`src/rtl/sipo_deser.sv`:
```
// Serial-in/parallel-out deserializer: gathers WIDTH framed bits into a word behind a
// one-word valid/ready holding register, with sticky overrun and framing-error flags.
module sipo_deser #(
  parameter int WIDTH     = 4,
  parameter bit MSB_FIRST = 1'b1
) (
  input  logic             clk,
  input  logic             reset_n,
  input  logic             sdi,
  input  logic             sdi_valid,
  input  logic             sof,
  output logic [WIDTH-1:0] dout,
  output logic             dout_valid,
  input  logic             dout_ready,
  output logic             busy,
  output logic             overrun,
  output logic             frame_err,
  input  logic             clr_err
);

  localparam int CW = $clog2(WIDTH);
  localparam logic [CW-1:0] LAST = CW'(WIDTH - 1);

  typedef enum logic {IDLE = 1'b0, SHIFT = 1'b1} state_e;

  state_e           state_q, state_d;
  logic [CW-1:0]    cnt_q, cnt_d;
  logic [WIDTH-1:0] sh_q, sh_d, sh_nxt;
  logic [WIDTH-1:0] dout_q, dout_d;
  logic             dout_vld_q, dout_vld_d;
  logic             ovr_q, ovr_d;
  logic             ferr_q, ferr_d;
  logic             word_done, ferr_set, hold_free;

  assign sh_nxt = MSB_FIRST ? {sh_q[WIDTH-2:0], sdi} : {sdi, sh_q[WIDTH-1:1]};

  always_comb begin
    state_d   = state_q;
    cnt_d     = cnt_q;
    sh_d      = sh_q;
    word_done = 1'b0;
    ferr_set  = 1'b0;
    if (sdi_valid) begin
      case (state_q)
        IDLE: begin
          if (sof) begin
            sh_d    = sh_nxt;
            cnt_d   = CW'(1);
            state_d = SHIFT;
          end
        end
        SHIFT: begin
          sh_d = sh_nxt;
          if (sof) begin
            // A new sof restarts framing on this very bit.
            cnt_d    = CW'(1);
            ferr_set = 1'b1;
          end else if (cnt_q == LAST) begin
            cnt_d     = '0;
            state_d   = IDLE;
            word_done = 1'b1;
          end else begin
            cnt_d = cnt_q + CW'(1);
          end
        end
        default: state_d = IDLE;
      endcase
    end
  end

  always_comb begin
    hold_free  = !dout_vld_q || dout_ready;
    dout_d     = dout_q;
    dout_vld_d = dout_vld_q;
    if (word_done && hold_free) begin
      dout_d     = sh_nxt;
      dout_vld_d = 1'b1;
    end else if (dout_vld_q && dout_ready) begin
      dout_vld_d = 1'b0;
    end
    // Set events take priority over a same-cycle clear.
    ovr_d  = (word_done && !hold_free) ? 1'b1 : (clr_err ? 1'b0 : ovr_q);
    ferr_d = ferr_set ? 1'b1 : (clr_err ? 1'b0 : ferr_q);
  end

  always_ff @(posedge clk or negedge reset_n) begin
    if (!reset_n) begin
      state_q    <= IDLE;
      cnt_q      <= '0;
      sh_q       <= '0;
      dout_q     <= '0;
      dout_vld_q <= 1'b0;
      ovr_q      <= 1'b0;
      ferr_q     <= 1'b0;
    end else begin
      state_q    <= state_d;
      cnt_q      <= cnt_d;
      sh_q       <= sh_d;
      dout_q     <= dout_d;
      dout_vld_q <= dout_vld_d;
      ovr_q      <= ovr_d;
      ferr_q     <= ferr_d;
    end
  end

  assign dout       = dout_q;
  assign dout_valid = dout_vld_q;
  assign busy       = (state_q == SHIFT);
  assign overrun    = ovr_q;
  assign frame_err  = ferr_q;

endmodule

```
`config.mk`:
```
export PLATFORM = sky130hd
export DESIGN_NAME = sipo_deser
export DESIGN_NICKNAME = d
export VERILOG_FILES = /design/src/rtl/sipo_deser.sv
export SDC_FILE = /design/constraint.sdc
export NUM_CORES = 1
export LEC_CHECK = 0
export BUFFER_PORTS_ARGS = -buffer_cell sky130_fd_sc_hd__buf_4
export CELL_PAD_IN_SITES_DETAIL_PLACEMENT = 1
export CELL_PAD_IN_SITES_GLOBAL_PLACEMENT = 1
export CORE_MARGIN = 4
export CORE_UTILIZATION = 40
export CTS_BUF_LIST = sky130_fd_sc_hd__clkbuf_4
export DETAILED_ROUTE_END_ITERATION = 8
export PLACE_DENSITY_LB_ADDON = 0.08
export SETUP_SLACK_MARGIN = 0.15
export SYNTH_ARGS = -nofsm -noshare
export SYNTH_HDL_FRONTEND = slang
export SYNTH_SLANG_ARGS = --single-unit
```
`constraint.sdc`:
```
create_clock -name clk -period 2.95 [get_ports clk]
set_clock_uncertainty 0.05 [all_clocks]
set_input_delay 0.4425 -clock clk [delete_from_list [all_inputs] [get_ports clk]]
set_output_delay 0.4425 -clock clk [all_outputs]
set_load 0.1 [all_outputs]
```
==> results.cfg <==
[run_status]
outcome = finished, final reports clean

[global_route]
grt_max_degree = 14
antenna_found_initial = 0
grt_first_pass_wirelength_um = 1940
track_usage = 0.133
grt_pass1_vias = 419
overflow = 0

[synthesis]
syn_area_per_cell_um2 = 13.9
synth-warning-count = 0
synth_cells = 42
ys_seq_area_frac = 0.558
synth_seq_cells = 13
syn_nets = 50
netlist_area_um2 = 583
synth_cell_types = 17

[cells_and_area]
mostFrequentLayoutCells = buf_4 (14), dfrtp_1 (13), mux2_4 (4), clkbuf_4 (4)
fin_nets = 68
drive_above_1_share = 0.475
syn_to_final_growth_pct = 25.5
n_antenna_cell = 0
final_common_cell = buf_4

[clock_tree]
post_cts_buffers = 0
htree_levels = 1
cts_root_buffer = clkbuf_4
max-clock-path-buffers = 2
ctsResizeCount = 0
clk_pin_slew_ps = 80
clock-sinks = 13
cts-buffers-inserted = 3
cts_tree = built
clk-insertion-delay-late_ps = 270

[floorplan]
fp.dieH_um = 46.2
fp.coreArea_mm2 = 0.00133
die_area_mm2 = 0.00213
dieWidth_um = 46.2
pin_count = 15
start_util = 0.437
rows = 13

[worst_setup_path]
critPathLaunchType = flop
end_kind = output pin
max_stage_delay_ps = 550
crit_type = flop to output pin
cp_top_family = flip-flops
crit_buf_inv = 1
cp_max_fo = 9
slowest_stage = dfrtp_1
crit_chain = buf_4
critPathArrivalTime_ps = 1190
cp.required_ps = 2460

[timing]
final_hold_viol_count = 0
slew_headroom = 0.766
fin_crit_ps = 1680
rsz0062_at_grt = no
setup-tns-final_ps = 0
drv_slew = 0
worst_hold_slack_ps = 326
clock.fmax_ghz = 0.596
setup_viol = 0
finalCritPeriodShare = 0.569
worstMarginPinSlew_ps = 351

[detailed_routing]
via_per_inst = 5.24
route.detailed.drc = 0
drtPass1Iterations = 3
drt_wl_total_um = 1140
drt_iter0_drc = 3
vias = 388
routedWlPerCell_um = 15.4
drtAntennaViolNets = 0

[job]
drv_cap = 0

[placement]
post-dp-hpwl_um = 896
port_buffers = 14
place_congestion = 0.733

[hold_path]
hold_path.class = primary input to flop
routing by layer:
metal,vias up,share of wire,global-route usage
li1,181,-,-
met1,195,0.42,0.153
met2,10,0.51,0.223
met3,2,0.056,0.0352
met4,0,0.011,0.0682
met5,-,0,0
through the flow:
| stage | instances | setup slack [ps] | area (um^2) | util |
|---|---|---|---|---|
| floorplan | 42 | 959 | 583 | - |
| global placement | 69 | 1490 | 692 | 0.519 |
| detailed placement | 69 | 1440 | 692 | 0.519 |
| CTS | 74 | 1260 | 732 | 0.549 |
| global route | 74 | 1200 | 732 | 0.549 |
| finish | 74 | 1270 | 732 | 0.549 |
cells in the mapped netlist:
master / n / area share
o22a_1: 1 / 0.015
buf_4: 2 / 0.026
nand2b_1: 1 / 0.011
nand3_1: 3 / 0.026
mux2_4: 4 / 0.10
mux2_2: 3 / 0.058
inv_1: 3 / 0.019
nor2b_4: 1 / 0.024
nand4b_4: 1 / 0.041
nand2_1: 2 / 0.013
o22ai_1: 2 / 0.021
ha_1: 1 / 0.021
o21a_1: 2 / 0.026
a22o_1: 1 / 0.015
o21ai_0: 1 / 0.0086
o21ai_2: 1 / 0.015
dfrtp_1: 13 / 0.56
cells by family after synthesis:
group	after synthesis	share of synthesized area
compound gates	8	0.101
fa+ha+maj	1	0.0215
buf+inv	5	0.0451
flops	13	0.558
mux	7	0.161
simple gates	8	0.114
registers in the layout, indices dropped and copies added, names as in the netlist:
name	flops
frame_err	1
overrun	1
dout	4
dout_valid	1
sh_q	3
busy	1
cnt_q	2
worst paths after layout:
kind / slack (ps) / from / endpoint / depth (start not counted)
setup / recovery: 1270 / busy / busy / 1
hold / removal: 330 / clr_err / overrun / 2
setup reg to reg: 1460 / cnt_q[0] / dout[0] / 4
hold reg to reg: 470 / dout[3] / dout[3] / 1
max in group asynchronous: 2180 / reset_n / dout[3] / 2
min in group asynchronous: 510 / reset_n / overrun / 2
timing repair:
action | CTS | global route
hold buffers | 1 | 0
setup endpoints to repair | 0 | 0
hold endpoints to repair | 13 | 0
cell type report:
cell class                      count  area, um^2
Sequential cell                    13         325
Clock buffer                        4        30.0
Inverter                            3        11.3
Fill cell                         148         602
Timing Repair Buffer               15         115
Tap cell                           15        18.8
Multi-Input combinational cell     24         231
Power is not shown: default switching activity piles up to over one toggle a cycle in this logic, so the estimate is an artifact.
